===== config.mk =====
export PLATFORM = sky130hd
export DESIGN_NAME = regfile_queue_ctrl_flat
export DESIGN_NICKNAME = d
export VERILOG_FILES = /design/src/rtl/regfile_queue_ctrl_if.sv /design/src/rtl/regfile_queue_ctrl.sv /design/src/flat_wrapper.sv
export SDC_FILE = /design/constraint.sdc
export NUM_CORES = 1
export LEC_CHECK = 0
export CAP_MARGIN = 20
export CORE_MARGIN = 1
export CORE_UTILIZATION = 30
export CTS_CLUSTER_SIZE = 25
export DETAILED_ROUTE_END_ITERATION = 10
export PLACE_DENSITY_LB_ADDON = 0.1
export SLEW_MARGIN = 20
export SYNTH_ARGS = -nofsm -noshare
export SYNTH_HDL_FRONTEND = slang
export SYNTH_SLANG_ARGS = --single-unit

===== constraint.sdc =====
create_clock -name clk -period 2 [get_ports clk]
set_clock_uncertainty 0.1 [all_clocks]
set_input_delay 0.4 -clock clk [delete_from_list [all_inputs] [get_ports clk]]
set_output_delay 0.4 -clock clk [all_outputs]
set_load 0.05 [all_outputs]

===== src/rtl/regfile_queue_ctrl_if.sv =====
// Handshake and regfile-port bundle for regfile_queue_ctrl.
// The slave modport is the controller's view; master is the surrounding
// producer/consumer/regfile view.
interface regfile_queue_ctrl_if #(
  parameter int unsigned p_nbits    = 4,
  parameter int unsigned p_nentries = 4
);
  localparam int unsigned c_addr_nbits = $clog2(p_nentries);
  localparam int unsigned c_cnt_nbits  = c_addr_nbits + 1;

  // Enqueue side
  logic                    enq_val;
  logic                    enq_rdy;
  logic [p_nbits-1:0]      enq_msg;

  // Dequeue side
  logic                    deq_val;
  logic                    deq_rdy;
  logic [p_nbits-1:0]      deq_msg;

  // Regfile ports
  logic                    rf_wen;
  logic [c_addr_nbits-1:0] rf_waddr;
  logic [p_nbits-1:0]      rf_wdata;
  logic [c_addr_nbits-1:0] rf_raddr;
  logic [p_nbits-1:0]      rf_rdata;

  // Occupancy
  logic [c_cnt_nbits-1:0]  count;

  modport slave (
    input  enq_val,
    input  enq_msg,
    input  deq_rdy,
    input  rf_rdata,
    output enq_rdy,
    output deq_val,
    output deq_msg,
    output rf_wen,
    output rf_waddr,
    output rf_wdata,
    output rf_raddr,
    output count
  );

  modport master (
    output enq_val,
    output enq_msg,
    output deq_rdy,
    output rf_rdata,
    input  enq_rdy,
    input  deq_val,
    input  deq_msg,
    input  rf_wen,
    input  rf_waddr,
    input  rf_wdata,
    input  rf_raddr,
    input  count
  );
endinterface


===== src/rtl/regfile_queue_ctrl.sv =====
// FIFO control for a 1r1w flat regfile: owns the enqueue/dequeue pointers
// and the occupancy count; the regfile beside it owns all storage.
module regfile_queue_ctrl #(
  parameter int unsigned p_nbits    = 4,
  parameter int unsigned p_nentries = 4
) (
  input logic                  clk,
  input logic                  rst,
  regfile_queue_ctrl_if.slave  q
);
  localparam int unsigned c_addr_nbits = $clog2(p_nentries);
  localparam int unsigned c_cnt_nbits  = c_addr_nbits + 1;
  localparam logic [c_cnt_nbits-1:0] c_full = c_cnt_nbits'(p_nentries);

  logic [c_addr_nbits-1:0] enq_ptr_q, enq_ptr_d;
  logic [c_addr_nbits-1:0] deq_ptr_q, deq_ptr_d;
  logic [c_cnt_nbits-1:0]  count_q, count_d;

  logic enq_rdy;
  logic deq_val;
  logic enq_go;
  logic deq_go;

  // Handshake status from registered state only; rst masks enq_rdy so it
  // drops the instant reset asserts (count_q clears async, covering deq_val).
  always_comb begin
    enq_rdy = ~rst & (count_q != c_full);
    deq_val = ~rst & (count_q != '0);
    enq_go  = q.enq_val & enq_rdy;
    deq_go  = deq_val & q.deq_rdy;
  end

  // Next-state: pointers wrap by natural modulo of their width.
  always_comb begin
    enq_ptr_d = enq_ptr_q;
    deq_ptr_d = deq_ptr_q;
    count_d   = count_q;
    if (enq_go) enq_ptr_d = enq_ptr_q + 1'b1;
    if (deq_go) deq_ptr_d = deq_ptr_q + 1'b1;
    unique case ({enq_go, deq_go})
      2'b10:   count_d = count_q + 1'b1;
      2'b01:   count_d = count_q - 1'b1;
      default: count_d = count_q;
    endcase
  end

  // State registers; async reset discards queue contents.
  always_ff @(posedge clk or posedge rst) begin
    if (rst) begin
      enq_ptr_q <= '0;
      deq_ptr_q <= '0;
      count_q   <= '0;
    end else begin
      enq_ptr_q <= enq_ptr_d;
      deq_ptr_q <= deq_ptr_d;
      count_q   <= count_d;
    end
  end

  assign q.enq_rdy  = enq_rdy;
  assign q.deq_val  = deq_val;
  assign q.deq_msg  = q.rf_rdata;
  assign q.rf_wen   = enq_go;
  assign q.rf_waddr = enq_ptr_q;
  assign q.rf_wdata = q.enq_msg;
  assign q.rf_raddr = deq_ptr_q;
  assign q.count    = count_q;

endmodule


===== src/flat_wrapper.sv =====
// flat-port wrapper written by rule: the top's interface ports become plain ports
module regfile_queue_ctrl_flat 
#(
  parameter int unsigned p_nbits    = 4,
  parameter int unsigned p_nentries = 4
)
  (clk, rst, q_enq_val, q_enq_msg, q_deq_rdy, q_rf_rdata, q_enq_rdy, q_deq_val, q_deq_msg, q_rf_wen, q_rf_waddr, q_rf_wdata, q_rf_raddr, q_count);
  regfile_queue_ctrl_if #(.p_nbits(p_nbits), .p_nentries(p_nentries)) q_i ();
  input logic clk;
  input logic rst;
  input wire logic [$bits(q_i.enq_val)-1:0] q_enq_val;
  input wire logic [$bits(q_i.enq_msg)-1:0] q_enq_msg;
  input wire logic [$bits(q_i.deq_rdy)-1:0] q_deq_rdy;
  input wire logic [$bits(q_i.rf_rdata)-1:0] q_rf_rdata;
  output wire logic [$bits(q_i.enq_rdy)-1:0] q_enq_rdy;
  output wire logic [$bits(q_i.deq_val)-1:0] q_deq_val;
  output wire logic [$bits(q_i.deq_msg)-1:0] q_deq_msg;
  output wire logic [$bits(q_i.rf_wen)-1:0] q_rf_wen;
  output wire logic [$bits(q_i.rf_waddr)-1:0] q_rf_waddr;
  output wire logic [$bits(q_i.rf_wdata)-1:0] q_rf_wdata;
  output wire logic [$bits(q_i.rf_raddr)-1:0] q_rf_raddr;
  output wire logic [$bits(q_i.count)-1:0] q_count;
  assign q_i.enq_val = q_enq_val;
  assign q_i.enq_msg = q_enq_msg;
  assign q_i.deq_rdy = q_deq_rdy;
  assign q_i.rf_rdata = q_rf_rdata;
  assign q_enq_rdy = q_i.enq_rdy;
  assign q_deq_val = q_i.deq_val;
  assign q_deq_msg = q_i.deq_msg;
  assign q_rf_wen = q_i.rf_wen;
  assign q_rf_waddr = q_i.rf_waddr;
  assign q_rf_wdata = q_i.rf_wdata;
  assign q_rf_raddr = q_i.rf_raddr;
  assign q_count = q_i.count;
  regfile_queue_ctrl #(.p_nbits(p_nbits), .p_nentries(p_nentries)) u_core (.clk(clk), .rst(rst), .q(q_i));
endmodule

* After elaboration in Yosys (flattened, before gate mapping)
Cells that the tools add are included.
** Cells by class
- Add/sub/neg operators :: 4
- Eq/ne operators :: 3
- Mux-type cells :: 1
- Bitwise logic cells :: 5
- Reductions and logical operators :: 2
** Operator list (number)
- 3-bit one-hot mux with 2 select lines :: 1
- 2-bit by 1-bit adder with 2-bit output (second input constant) :: 2
- 1-bit AND :: 4
- 3-bit by 1-bit adder with 3-bit output (second input constant) :: 1
- 3-bit inequality test (second input constant) :: 1
- 3-bit nonzero test :: 1
- 3-bit by 1-bit subtractor with 3-bit output (second input constant) :: 1
- 2-bit by 1-bit equality test with 1-bit output (second input constant) :: 1
- 2-bit equality test (second input constant) :: 1
- 2-bit nonzero test :: 1
- 1-bit NOT :: 1
** Word-level totals
- Register bits after elaboration :: 7
- Input port bits :: 12
- Logic and storage cells :: 18

* Longest topological paths before layout
- Depth in word-level cells :: 5
- Gate-level depth with buffers :: 9
- Gate-level depth less buffers :: 9

* Worst setup path after synthesis
Ideal clock, no wire load.
- Path type :: register to register
- Start point :: reg u_core.count_q[0], in the netlist u_core.q.count[0]
- End point :: reg u_core.count_q[2], in the netlist u_core.q.count[2]
- Setup time :: 0.146 ns
- Data arrival time :: 2.512 ns
- Required time :: 1.754 ns
- Slack :: -0.757 ns
- Stages on the path, launching flop included :: 10
- Path buffers :: 0
- Path through :: dfrtp_1 -> nor3b_1 -> nor3b_2 -> inv_1 -> ha_1 -> inv_1 -> fa_1 -> xor2_1 -> nor2_1 -> xor2_1
** Between the ends
- Cells in the longest elaborated chain, start to end :: 5
** RTL lines
- start, declared :: line regfile_queue_ctrl.sv:17 : logic [c_cnt_nbits-1:0] count_q, count_d;
- start signal, assigned :: line regfile_queue_ctrl.sv:56 : count_q <= count_d;
- 3-bit inequality test * :: line regfile_queue_ctrl.sv:27 : enq_rdy = ~rst & (count_q != c_full);
- 1-bit AND * :: line regfile_queue_ctrl.sv:27
- 1-bit AND * :: line regfile_queue_ctrl.sv:29 : enq_go = q.enq_val & enq_rdy;
- named net q_rf_wen :: line flat_wrapper.sv:18 : output wire logic [$bits(q_i.rf_wen)-1:0] q_rf_wen;
- 2-bit by 1-bit equality test with 1-bit output or 2-bit equality test (tied branches) :: line regfile_queue_ctrl.sv:40 : unique case ({enq_go, deq_go})
- 3-bit one-hot mux with 2 select lines or 2-bit nonzero test (tied branches)
The timed path passes the listed nets; every way through them passes the cells marked *.
A chain may end at the register's enable or synchronous reset.

* Worst setup path after layout
- Start point :: reg u_core.count_q[2], in the netlist u_core.q.count[2]
- End point :: out q_enq_rdy
** Between the ends
- Cells in the longest elaborated chain, start to end :: 2
** RTL lines
- 3-bit inequality test :: line regfile_queue_ctrl.sv:27
- 1-bit AND :: line regfile_queue_ctrl.sv:27
- end, declared :: line flat_wrapper.sv:15 : output wire logic [$bits(q_i.enq_rdy)-1:0] q_enq_rdy;
No other way between the ends.

==> metrics.txt <==
hold slack=0.308 ns; largest net degree at the start of global routing=8; DRT iter0 DRCs=5; vias in the first global route=307; WL final=904 µm; maximum clock rate=518 MHz; syn_area_per_cell=10.5 µm²; CTS Buf Count=3; Synth-to-Final Area Change=56.2%; Max VDD drop=0.968 mV; Crit-path slowest cell=dfrtp_2; placed cell areas=604 µm²; die area=1590 µm²; met2 wire len=475 µm; DRT Pass-1 Iters=4; share of cells above drive strength 1=0.576; Initial Utilization=0.328; kind of start point of the critical path=flop; Final setup viols=0; Placer Congestion=0.711; vias per cell=4.68; Clk Latency, worst-skew pair=0.25 ns; Via Count=346; clock root cell=clkbuf_4; gr usage total=0.140; Sw Ratio=0.497; critical path cell sequence=nor3b_4 > buf_4 > buf_4 > nor2_1 > buf_12; Slew HR=0.794; Routed Antenna Nets=0; Pwr Density=1870 nW/µm²; synthesized flop and latch total=7; Cells after Synth=41; PortBufs=13; most frequent cells in the layout=buf_4 (15), xor2_1 (6), dfrtp_1 (4); NetSw=626 µW; CTS tree=yes; Final period util=0.965; Fin. Hold Viols=0; core area=1320 µm²; Seq pwr share=0.240; LEAKAGE=0.323 nW; fill cell count=122; Slew Viols, Final=0; syn nets=55; worst r2r dst=u_core.q.count[2]; # DRC=0; CTS max path bufs=2; register area share after synthesis=0.406; most frequent CP cell=buf_4; metal3 WL=45 µm; status=completed; Nets=74; RSZ-0062 raised after global routing=yes; Hold WC Path Type=in2async; Die Ht=39.9 µm; Max-Cap Viols=0; CTS H-tree lvls=1; total gr overflow=0; Worst-Margin Slew=0.307 ns; cell row count=13; initial antenna violation count=0; Crit Path Class=reg2out; routed metal-1 wirelength=361 µm; Critical Path AT=1.43 ns; number of synthesis warnings=0; post-synthesis cell area=432 µm²; global-route wire length before repair=1360 µm; average wire per standard cell=12.2 µm; I/O pins=30; DR top layer=met4; Die X=39.9 µm; final non-filler cell area=674 µm²; CTS Sinks=7; Comb power frac=0.653; CP Max Fanout=4; commonest non-fill, non-tap cell in the layout=buf_4; cell-internal power=633 µW; Unique masters post-synth=15; Worst EP required=1.50 ns; Placed Cells=66; Layout Utilization=0.512; Tmin final=1.93 ns; setup TNS=0 ns; crit end category=output pin; dpl hpwl=705 µm; # diodes=0; Post-Layout Cell Count=74; reg2reg path depth=9; R2R Path Start=u_core.q.count[0]; clock network fraction of total power=0.107; CP max stage delay=0.43 ns; r2r setup slk=0.08 ns; clk slew on worst S/H paths=0.06 ns
per-stage QoR:
stage               setup slack [ns]  power [mW]
floorplan                     -0.334       0.854
global placement              -0.294        1.06
detailed placement            -0.343        1.08
CTS                           0.0156        1.24
global route                 -0.0171        1.34
finish                        0.0692        1.26
how the worst max path moves through the flow:
stage | end | slack (ns) | startpoint
3_3_place_gp | u_core.q.count[2] | -0.29 | rst
5_1_grt | u_core.q.count[2] | -0.02 | u_core.q.count[0]
6_report | q_enq_rdy | 0.07 | u_core.q.count[2]
2_1_floorplan | u_core.q.count[2] | -0.33 | u_core.q.count[2]
4_1_cts | u_core.q.count[2] | 0.02 | q_deq_rdy
3_5_place_dp | u_core.q.count[2] | -0.34 | rst
metal layers:
layer | GRT usage | vias up
li1 | - | 158
met1 | 0.156 | 173
met2 | 0.206 | 9
met3 | 0.0500 | 6
met4 | 0.129 | 0
met5 | 0 | -
synthesized netlist by cell type:
library cell | instances | area (µm²)
buf_4 | 8 | 60.1
dfrtp_1 | 7 | 175
xor2_1 | 6 | 52.6
inv_1 | 5 | 18.8
nor2_1 | 3 | 11.3
nand2_1 | 2 | 7.51
nor3b_2 | 2 | 25.0
and4bb_2 | 1 | 12.5
fa_1 | 1 | 20.0
ha_1 | 1 | 12.5
nor3_1 | 1 | 5.00
nor3_2 | 1 | 10.0
nor3b_1 | 1 | 7.51
o21ai_0 | 1 | 5.00
xnor2_1 | 1 | 8.76
state kept, by name, summed over array words and instances, names as in the netlist:
name,cells
u_core.q.count,3
u_core.q.rf_raddr,2
u_core.q.rf_waddr,2
kinds of logic (layout without fill, tap and decap cells):
family,after synthesis,after routing,synth area share
AND/OR/NAND/NOR,11,11,0.183
adder cells (fa/ha/maj),2,2,0.0754
flip-flops,7,7,0.406
XOR/XNOR,7,7,0.142
buffers and inverters,13,31,0.183
AO/OA/AOI/OAI,1,1,0.0116
power by group through the flow:
stage / clock, mW / combinational [mW] / sequential (mW)
2_1_floorplan: 0 / 0.294 / 0.561
3_3_place_gp: 0 / 0.750 / 0.310
3_5_place_dp: 0 / 0.762 / 0.316
4_1_cts: 0.143 / 0.779 / 0.314
5_1_grt: 0.151 / 0.879 / 0.313
6_report: 0.134 / 0.822 / 0.303
critical path: cells and delay by family (launching register included):
| family | cells | cell delay [ns] |
|---|---|---|
| simple gates | 2 | 0.33 |
| flops | 1 | 0.43 |
| buf+inv | 3 | 0.41 |
cell type report:
type / instances / area [µm²] / share of cell area
Timing Repair Buffer: 22 / 215 / 0.319
Tap cell: 15 / 18.8 / 0.0278
Clock buffer: 4 / 26.3 / 0.0390
Sequential cell: 7 / 179 / 0.265
Multi-Input combinational cell: 21 / 216 / 0.321
Inverter: 5 / 18.8 / 0.0278
repair_timing:
item	CTS	global route
hold buffers	0	0
hold endpoints to repair	0	0
gates cloned	0	0
gates resized for setup	4	1
pin swaps	4	6
setup endpoints to repair	2	1
setup buffers	1	3
No activity file was read; power rests on OpenSTA's default activity.
==> patch: new RTL, same flow settings <==
`p_nbits` is set to 4 in 3 places; all go to 6.
--- a/src/rtl/regfile_queue_ctrl_if.sv
+++ b/src/rtl/regfile_queue_ctrl_if.sv
@@ -2,7 +2,7 @@
 // The slave modport is the controller's view; master is the surrounding
 // producer/consumer/regfile view.
 interface regfile_queue_ctrl_if #(
-  parameter int unsigned p_nbits    = 4,
+  parameter int unsigned p_nbits    = 6,
   parameter int unsigned p_nentries = 4
 );
   localparam int unsigned c_addr_nbits = $clog2(p_nentries);
--- a/src/rtl/regfile_queue_ctrl.sv
+++ b/src/rtl/regfile_queue_ctrl.sv
@@ -1,7 +1,7 @@
 // FIFO control for a 1r1w flat regfile: owns the enqueue/dequeue pointers
 // and the occupancy count; the regfile beside it owns all storage.
 module regfile_queue_ctrl #(
-  parameter int unsigned p_nbits    = 4,
+  parameter int unsigned p_nbits    = 6,
   parameter int unsigned p_nentries = 4
 ) (
   input logic                  clk,
--- a/src/flat_wrapper.sv
+++ b/src/flat_wrapper.sv
@@ -1,7 +1,7 @@
 // flat-port wrapper written by rule: the top's interface ports become plain ports
 module regfile_queue_ctrl_flat 
 #(
-  parameter int unsigned p_nbits    = 4,
+  parameter int unsigned p_nbits    = 6,
   parameter int unsigned p_nentries = 4
 )
   (clk, rst, q_enq_val, q_enq_msg, q_deq_rdy, q_rf_rdata, q_enq_rdy, q_deq_val, q_deq_msg, q_rf_wen, q_rf_waddr, q_rf_wdata, q_rf_raddr, q_count);
Interface: changed (resized q_deq_msg, q_enq_msg, q_rf_rdata and q_rf_wdata); port bits go from 30 to 38. The function was not compared with the original's and may differ.
==> patch against the unedited design <==
Largest power group unchanged; hold slack barely moved; power fell by 0.87%; area after synthesis rose by 7.0%; die area rose by 6.6%; worst setup slack got worse by 0.024 ns; routed wire length fell by 1.4%; largest cell class unchanged; sequential cell count did not move; design area fell by 0.56%; combinational power fell by 0.6%.
==> patch: results (changes against the unedited design) <==
| Metric | Value |
|---|---|
| Outcome | finished clean (unchanged) |
| Detailed Route Iter0 Violations | 3 (was 5) |
| Synth Area in XOR/XNOR | 13.28% (was 14.20%) |
| Pre-CTS setup slack | -0.3590 ns (was -0.3427 ns) |
| FF+latch count | 7 (unchanged) |
| Final WS setup | 0.04500 ns (was 0.06918 ns) |
| Max stage delay on crit path | 0.47 ns (was 0.43 ns) |
| First-pass GRT wire length | 1311 um (was 1359 um) |
| P_leak | 0.3160 nW (was 0.3235 nW) |
| Synth-to-Final Area Change | 45.26% (was 56.23%) |
| Dpl hpwl | 699.1 um (was 705.3 um) |
| Crit path max fanout | 2 (was 4) |
| Syn_area_per_cell | 10.26 sq um (was 10.53 sq um) |
| Worst VDD drop | 0.0006477 V (was 0.0009680 V) |
| Via count | 339 (was 346) |
| Routability cong. | 0.6574 (was 0.7111) |
| Compound-Gate Fraction of Synth Area | 1.084% (was 1.159%) |
| Sequential area share after synthesis | 37.94% (was 40.58%) |
| Post-Syn Nets | 63 (was 55) |
| Layout non-clock buf frac | 31.53% (was 31.91%) |
| Net switching power | 0.0006163 W (was 0.0006260 W) |
| GRT Total Usage | 12.86% (was 14.02%) |
| Top post-synthesis cells by area | dfrtp_1 38%, buf_4 20%, xor2_1 11% (was dfrtp_1 41%, buf_4 14%, xor2_1 12%) |
| Setup crit start | q_enq_val (was u_core.q.count[2]) |
| Pre-antenna DRT Iters | 2 (was 4) |
| Placed insts | 67 (was 66) |
| Worst path top cell family by delay | buffers and inverters (was flip-flops) |
| Worst-Margin Slew | 0.2743 ns (was 0.3068 ns) |
[patch: power by group through the flow]
stage / Combinational (W) / Sequential [W] / Clock (W)
CTS: 0.000805 / 0.000308 / 0.000134
floorplan: 0.000315 / 0.000561 / 0
finish: 0.000817 / 0.000305 / 0.000126
detailed placement: 0.000787 / 0.000310 / 0
global route: 0.000872 / 0.000316 / 0.000146
global placement: 0.000786 / 0.000304 / 0
[patch: layer usage]
metal,routed length (um),global-route usage [%],share of wire (%)
met3,87,8.696,9.8
met5,0,0,0
met4,76,13.71,8.5
met2,392,17.19,44
met1,335,12.42,38
[patch: worst reg2reg max path, delay by kind of cell, from the launching register on]
| family | cells | cell delay [ns] |
|---|---|---|
| simple gates | 3 | 0.46 |
| fa+ha+maj | 2 | 0.45 |
| flops | 1 | 0.44 |
| xor+xnor | 2 | 0.31 |
| buf+inv | 2 | 0.10 |
